$ cat src/rtl/alu_seq.sv
// alu_seq: registered EX-stage ALU with iterative multiply/divide.
//
// Single-cycle ops (ADD, SUB, AND, OR, XOR, SLT, SLL, SRL) finish one edge
// after acceptance. MULT/MULTU use shift-add and DIV/DIVU use restoring
// division. Each of these handles one bit per cycle, then spends one cycle on
// the sign fix. HI/LO hold the 2*WIDTH multiply result, or the
// remainder/quotient of a divide.
//
// Ports:
//   clk, reset      rising-edge clock, asynchronous active-high reset
//   start           request, accepted when busy=0 (also in the DONE cycle)
//   op[3:0]         operation select; 12-15 behave as ADD with overflow=0
//   in1, in2, imm   operand A, operand B, immediate (sign-extended)
//   use_imm         1: operand B = sign-extended imm
//   out             result (equals lo for mul/div), held between valids
//   hi, lo          mul high/low word, div remainder/quotient
//   zero            out==0, updated with out
//   overflow        signed overflow for ADD/SUB
//   div_by_zero     DIV/DIVU with B==0
//   busy            iterative op in progress
//   valid           one-cycle pulse when out/hi/lo/flags update
module alu_seq #(
  parameter int WIDTH = 32,
  parameter int IMM_W = 16,
  parameter int CNT_W = 6
) (
  input  logic             clk,
  input  logic             reset,
  input  logic             start,
  input  logic [3:0]       op,
  input  logic [WIDTH-1:0] in1,
  input  logic [WIDTH-1:0] in2,
  input  logic [IMM_W-1:0] imm,
  input  logic             use_imm,
  output logic [WIDTH-1:0] out,
  output logic [WIDTH-1:0] hi,
  output logic [WIDTH-1:0] lo,
  output logic             zero,
  output logic             overflow,
  output logic             div_by_zero,
  output logic             busy,
  output logic             valid
);

  localparam int SH_W = $clog2(WIDTH);
  localparam logic [CNT_W-1:0] CNT_LAST = CNT_W'(WIDTH);
  localparam logic [CNT_W-1:0] CNT_ONE  = {{(CNT_W-1){1'b0}}, 1'b1};

  localparam logic [3:0] OP_ADD   = 4'd0;
  localparam logic [3:0] OP_SUB   = 4'd1;
  localparam logic [3:0] OP_AND   = 4'd2;
  localparam logic [3:0] OP_OR    = 4'd3;
  localparam logic [3:0] OP_XOR   = 4'd4;
  localparam logic [3:0] OP_SLT   = 4'd5;
  localparam logic [3:0] OP_SLL   = 4'd6;
  localparam logic [3:0] OP_SRL   = 4'd7;
  localparam logic [3:0] OP_MULT  = 4'd8;
  localparam logic [3:0] OP_MULTU = 4'd9;
  localparam logic [3:0] OP_DIV   = 4'd10;
  localparam logic [3:0] OP_DIVU  = 4'd11;

  typedef enum logic [1:0] {IDLE, MUL, DIV, DONE} state_t;

  state_t             state_r;
  logic [3:0]         op_r;
  logic [WIDTH-1:0]   a_r, b_r, m_r;
  logic [2*WIDTH-1:0] acc_r;        // {hi, lo} working register for mul/div
  logic [CNT_W-1:0]   cnt_r;
  logic               neg_lo_r, neg_hi_r, dbz_r;

  logic [WIDTH-1:0]   b_sel_s, mag_a_s, mag_b_s, alu_s;
  logic               sign_a_s, sign_b_s, alu_ovf_s, accept_s;
  logic [WIDTH:0]     mul_sum_s, rem_sh_s, rem_diff_s;
  logic [2*WIDTH-1:0] mul_next_s, div_next_s, mul_fix_s, div_fix_s;

  assign accept_s = start && ((state_r == IDLE) || (state_r == DONE));

  // Operand B selection and operand magnitudes for signed mul/div.
  always_comb begin
    b_sel_s  = in2;
    sign_a_s = 1'b0;
    sign_b_s = 1'b0;
    if (use_imm) begin
      b_sel_s = {{(WIDTH-IMM_W){imm[IMM_W-1]}}, imm};
    end else begin
      b_sel_s = in2;
    end
    if ((op == OP_MULT) || (op == OP_DIV)) begin
      sign_a_s = in1[WIDTH-1];
      sign_b_s = b_sel_s[WIDTH-1];
    end else begin
      sign_a_s = 1'b0;
      sign_b_s = 1'b0;
    end
    mag_a_s = sign_a_s ? -in1 : in1;
    mag_b_s = sign_b_s ? -b_sel_s : b_sel_s;
  end

  // Single-cycle result from the latched operands.
  always_comb begin
    alu_s     = a_r + b_r;
    alu_ovf_s = 1'b0;
    case (op_r)
      OP_ADD: begin
        alu_s     = a_r + b_r;
        alu_ovf_s = (a_r[WIDTH-1] == b_r[WIDTH-1]) && (alu_s[WIDTH-1] != a_r[WIDTH-1]);
      end
      OP_SUB: begin
        alu_s     = a_r - b_r;
        alu_ovf_s = (a_r[WIDTH-1] != b_r[WIDTH-1]) && (alu_s[WIDTH-1] != a_r[WIDTH-1]);
      end
      OP_AND:  alu_s = a_r & b_r;
      OP_OR:   alu_s = a_r | b_r;
      OP_XOR:  alu_s = a_r ^ b_r;
      OP_SLT:  alu_s = {{(WIDTH-1){1'b0}}, ($signed(a_r) < $signed(b_r))};
      OP_SLL:  alu_s = a_r << b_r[SH_W-1:0];
      OP_SRL:  alu_s = a_r >> b_r[SH_W-1:0];
      default: begin
        alu_s     = a_r + b_r;
        alu_ovf_s = 1'b0;
      end
    endcase
  end

  // One iteration of shift-add multiply and restoring divide, plus the sign fixes.
  always_comb begin
    // Multiplier sits in the low half; partial product accumulates in the high half.
    mul_sum_s  = {1'b0, acc_r[2*WIDTH-1:WIDTH]} +
                 (acc_r[0] ? {1'b0, m_r} : {(WIDTH+1){1'b0}});
    mul_next_s = {mul_sum_s, acc_r[WIDTH-1:1]};
    // Remainder in the high half; dividend bits shift out of the low half.
    rem_sh_s   = {acc_r[2*WIDTH-1:WIDTH], acc_r[WIDTH-1]};
    rem_diff_s = rem_sh_s - {1'b0, m_r};
    if (rem_diff_s[WIDTH]) begin
      div_next_s = {rem_sh_s[WIDTH-1:0], acc_r[WIDTH-2:0], 1'b0};
    end else begin
      div_next_s = {rem_diff_s[WIDTH-1:0], acc_r[WIDTH-2:0], 1'b1};
    end
    mul_fix_s = neg_lo_r ? -acc_r : acc_r;
    div_fix_s = {(neg_hi_r ? -acc_r[2*WIDTH-1:WIDTH] : acc_r[2*WIDTH-1:WIDTH]),
                 (neg_lo_r ? -acc_r[WIDTH-1:0] : acc_r[WIDTH-1:0])};
  end

  // Control FSM, datapath registers and registered outputs.
  always_ff @(posedge clk or posedge reset) begin
    if (reset) begin
      state_r     <= IDLE;
      op_r        <= 4'd0;
      a_r         <= {WIDTH{1'b0}};
      b_r         <= {WIDTH{1'b0}};
      m_r         <= {WIDTH{1'b0}};
      acc_r       <= {(2*WIDTH){1'b0}};
      cnt_r       <= {CNT_W{1'b0}};
      neg_lo_r    <= 1'b0;
      neg_hi_r    <= 1'b0;
      dbz_r       <= 1'b0;
      out         <= {WIDTH{1'b0}};
      hi          <= {WIDTH{1'b0}};
      lo          <= {WIDTH{1'b0}};
      zero        <= 1'b0;
      overflow    <= 1'b0;
      div_by_zero <= 1'b0;
      busy        <= 1'b0;
      valid       <= 1'b0;
    end else begin
      valid <= 1'b0;
      case (state_r)
        IDLE: state_r <= IDLE;
        MUL, DIV: begin
          if (cnt_r == CNT_LAST) begin
            acc_r   <= (state_r == MUL) ? mul_fix_s : div_fix_s;
            busy    <= 1'b0;
            state_r <= DONE;
          end else begin
            acc_r <= (state_r == MUL) ? mul_next_s : div_next_s;
            cnt_r <= cnt_r + CNT_ONE;
          end
        end
        DONE: begin
          valid   <= 1'b1;
          state_r <= IDLE;
          if ((op_r >= OP_MULT) && (op_r <= OP_DIVU)) begin
            hi          <= acc_r[2*WIDTH-1:WIDTH];
            lo          <= acc_r[WIDTH-1:0];
            out         <= acc_r[WIDTH-1:0];
            zero        <= (acc_r[WIDTH-1:0] == {WIDTH{1'b0}});
            overflow    <= 1'b0;
            div_by_zero <= dbz_r;
          end else begin
            out         <= alu_s;
            zero        <= (alu_s == {WIDTH{1'b0}});
            overflow    <= alu_ovf_s;
            div_by_zero <= 1'b0;
          end
        end
        default: state_r <= IDLE;
      endcase

      // Accepting a request overrides the IDLE/DONE next-state chosen above.
      if (accept_s) begin
        op_r     <= op;
        a_r      <= in1;
        b_r      <= b_sel_s;
        cnt_r    <= {CNT_W{1'b0}};
        neg_lo_r <= sign_a_s ^ sign_b_s;
        neg_hi_r <= sign_a_s;
        dbz_r    <= 1'b0;
        case (op)
          OP_MULT, OP_MULTU: begin
            m_r     <= mag_a_s;
            acc_r   <= {{WIDTH{1'b0}}, mag_b_s};
            busy    <= 1'b1;
            state_r <= MUL;
          end
          OP_DIV, OP_DIVU: begin
            if (b_sel_s == {WIDTH{1'b0}}) begin
              acc_r   <= {in1, {WIDTH{1'b1}}};
              dbz_r   <= 1'b1;
              state_r <= DONE;
            end else begin
              m_r     <= mag_b_s;
              acc_r   <= {{WIDTH{1'b0}}, mag_a_s};
              busy    <= 1'b1;
              state_r <= DIV;
            end
          end
          default: state_r <= DONE;
        endcase
      end else begin
        op_r <= op_r;
      end
    end
  end

endmodule

$ cat config.mk
export PLATFORM = sky130hd
export DESIGN_NAME = alu_seq
export DESIGN_NICKNAME = d
export VERILOG_FILES = /design/src/rtl/alu_seq.sv
export SDC_FILE = /design/constraint.sdc
export NUM_CORES = 2
export LEC_CHECK = 0
export ABC_AREA = 1
export BUFFER_PORTS_ARGS = -buffer_cell sky130_fd_sc_hd__buf_2
export CORE_AREA = 2 2 301 303
export CTS_BUF_LIST = sky130_fd_sc_hd__clkbuf_2 sky130_fd_sc_hd__clkbuf_4 sky130_fd_sc_hd__clkbuf_8
export CTS_CLUSTER_DIAMETER = 200
export DETAILED_ROUTE_END_ITERATION = 10
export DIE_AREA = 0 0 303 305
export REMOVE_ABC_BUFFERS = 1
export SLEW_MARGIN = 20
export SYNTH_ARGS = -nofsm -noshare
export SYNTH_HDL_FRONTEND = slang
export SYNTH_SLANG_ARGS = --single-unit
export TNS_END_PERCENT = 5
$ cat constraint.sdc
create_clock -name clk -period 13.02 [get_ports clk]
set_clock_uncertainty 0.15 [all_clocks]
set_input_delay 2.604 -clock clk [delete_from_list [all_inputs] [get_ports clk]]
set_output_delay 2.604 -clock clk [all_outputs]
set_load 0.02 [all_outputs]
==> qor.csv <==
metric,value,unit
Fmax achieved,177,MHz
failing checks,design-rule violations,
Post-synth top flop,dfrtp_1,
"FF+latch count, synth",276,
port buffer count,188,
initial core utilization,34.8,%
FP Rows,110,
Hold Path Depth,2,
Setup crit start kind,input port,
"Remaining Overflow, GRT",0,
CP Max Fanout,61,
critical path class,in2reg,
Area Overhead vs Synth,10.2,%
"Net count, final",5613,
register area share after synthesis,22.2,%
Setup Buffers After CTS,0,
routability congestion estimate,1.10,
Synth Instances,5303,
status,finished with violations,
drt pass-1 iters,11,
CTS tree,yes,
cts repair resizes,0,
initial DRC count,5413,
Synth cell types,59,
largest net degree at the start of global routing,170,
"EDFF count, synth",0,
DRC errors left,18,
setup TNS,0,ns
Boundary Pins,189,
Slew @ Worst Pin,1.09,ns
crit end category,flip-flop,
share of cells above drive strength 1,7.10,%
Synth async-reset ratio,100,%
final hold vios,0,
crit-path cells,buf_2 -> nand2_2 -> buf_4 -> clkinv_2 -> nand2_1 -> nor2_4 -> buf_4 -> inv_1 -> nor2_4 -> buf_4 -> o21ai_0 -> o22ai_1,
number of max-cap violations,0,
Routed WL,166000,um
"antenna viol nets, final",0,
GRT Overall Usage,34.9,%
WL per Instance,25.2,um
die area,92400,um^2
CP peak stage delay,0.57,ns
Via density,5.78,
RSZ-0062 raised after global routing,no,
final period utilization,43.4,%
cell seen most often among critical-path stages,buf_4,
number of global-route vias before repair,34900,
Crit path max-delay family,buffers and inverters,
clock sinks,276,
crit path time final,5.65,ns
fin. max-slew vios,0,
Worst-path clk slew,0.07,ns
clock root cell,clkbuf_8,
H-tree depth,2,
Die H,305,um
initial antenna violation count,6,
vias post-DR,38000,
Skew-Pair Late Insertion Delay,0.71,ns
CP Data Arrival Time,6.10,ns
worst path required time,13.47,ns
die span in x,303,um
Critical-path top delay cell,buf_4,
WP buf/inv,6,
"Cell Area, Synth",31100,um^2
Post-Syn Area per Cell,5.86,um^2
# setup viols final,0,
Critical Path Stages,12,
Syn. warnings,0,
Worst Reg-to-Reg Cells,19,
Num CTS Buffers,55,
worst hold path class,reg2reg,
core area,89300,um^2
Clock Path Buffers,3,
Slew headroom,27.1,%
Detail Placement HPWL,133000,um
Hold Buf Count CTS,0,
first-pass GRT wire length,238000,um
==> placed cells by master (no fill, tap or decap), drive strengths merged, types with 3 or more instances in the layout <==
cell,n
fa,4
o21a,11
nor2,508
a21oi,285
nand4,65
dfrtp,276
o21bai,24
nand3b,10
a32o,3
o221ai,11
a221oi,5
and2,10
diode,4
bufinv,8
clkinv,22
o211ai,52
clkbuf,80
nor3,74
o31ai,6
ha,169
xnor2,27
a32oi,5
a21o,9
nand3,671
o22ai,32
nand2,1566
or2,17
o21ai,461
and3,7
inv,591
a211oi,13
nor4,13
a21boi,3
xor2,96
a31oi,21
buf,229
==> cell families (layout without fill, tap and decap cells) <==
| kind of cell | Yosys count | after routing | synth area share [%] |
|---|---|---|---|
| mux | 1 | 1 | 0.0322 |
| buf+inv | 836 | 931 | 10.4 |
| flops | 276 | 276 | 22.2 |
| simple gates | 2944 | 2944 | 39.8 |
| other cells | 0 | 4 | 0 |
| compound gates | 950 | 950 | 17.0 |
| fa+ha+maj | 173 | 173 | 7.07 |
| xor+xnor | 123 | 123 | 3.47 |
==> synth_stat cells (14+ instances only) <==
cell | n | area (um^2)
o21bai_1 | 24 | 180
o211ai_1 | 52 | 390
a31oi_1 | 21 | 131
dfrtp_1 | 276 | 6910
inv_1 | 588 | 2210
ha_1 | 169 | 2110
buf_1 | 28 | 105
o22ai_1 | 32 | 200
nand3_1 | 671 | 3360
xor2_1 | 96 | 841
nor2_1 | 505 | 1900
nand2_1 | 1564 | 5870
o21ai_1 | 26 | 130
nor3_1 | 71 | 355
a21oi_1 | 285 | 1430
buf_2 | 14 | 70.1
xnor2_1 | 27 | 236
clkbuf_1 | 185 | 694
nand4_1 | 64 | 400
o21ai_0 | 429 | 2150
==> final cells by class <==
cell class | count | area [um^2]
flip-flops and latches | 276 | 6910
clock inverters | 23 | 339
well taps | 1176 | 1470
multi-input cells | 4191 | 21000
inverters | 599 | 2260
fillers | 10000 | 55100
repair buffers | 229 | 1260
diodes | 4 | 10.0
clock buffers | 80 | 1030
==> metal layers <==
| layer | track usage (%) | wire length (um) | up-vias |
|---|---|---|---|
| met3 | 7.18 | 16400 | 482 |
| met5 | 0 | 29 | - |
| met4 | 23.5 | 13400 | 4 |
| met1 | 43.5 | 63600 | 17700 |
| met2 | 54.1 | 72400 | 2296 |
| li1 | - | - | 17500 |
==> path summary, 6_finish.rpt <==
path	start	to	slack, ns
hold reg to reg	lo[27]$_DFFE_PP0P_	lo[27]$_DFFE_PP0P_	0.32
min in group asynchronous	reset	hi[0]$_DFFE_PP0P_	1.92
hold / removal	lo[27]$_DFFE_PP0P_	lo[27]$_DFFE_PP0P_	0.32
max in group asynchronous	reset	b_r[1]$_DFFE_PP0P_	9.18
setup / recovery	start	m_r[21]$_DFFE_PP0P_	7.37
setup reg to reg	acc_r[31]$_DFF_PP0_	acc_r[56]$_DFF_PP0_	8.38
==> through the flow <==
stage,setup slack (ns),instances,cell area [um^2],util [%],hold slack (ns)
final,7.37,6578,34200,38.3,0.317
after floorplan,2.66,5066,30100,-,0.320
after CTS,7.50,6574,34200,38.3,0.318
after detailed placement,6.82,6471,32900,36.8,0.303
after global routing,7.16,6576,34200,38.3,0.339
after global placement,6.88,6471,32900,36.8,0.304
==> sequential cells by signal (all words and copies together) (netlist names), 2 cells and up <==
| name | flops |
|---|---|
| a_r | 32 |
| acc_r | 64 |
| b_r | 32 |
| cnt_r | 6 |
| hi | 32 |
| lo | 32 |
| m_r | 32 |
| op_r | 4 |
| out | 32 |
| state_r | 2 |
==> tightest hold or removal path, cell delays in order (launching register included) <==
cell     delay (ns)
dfrtp_1        0.34
nand2_1        0.05
nand2_1        0.05
Power is not shown: default switching activity piles up to over one toggle a cycle in this logic, so the estimate is an artifact.
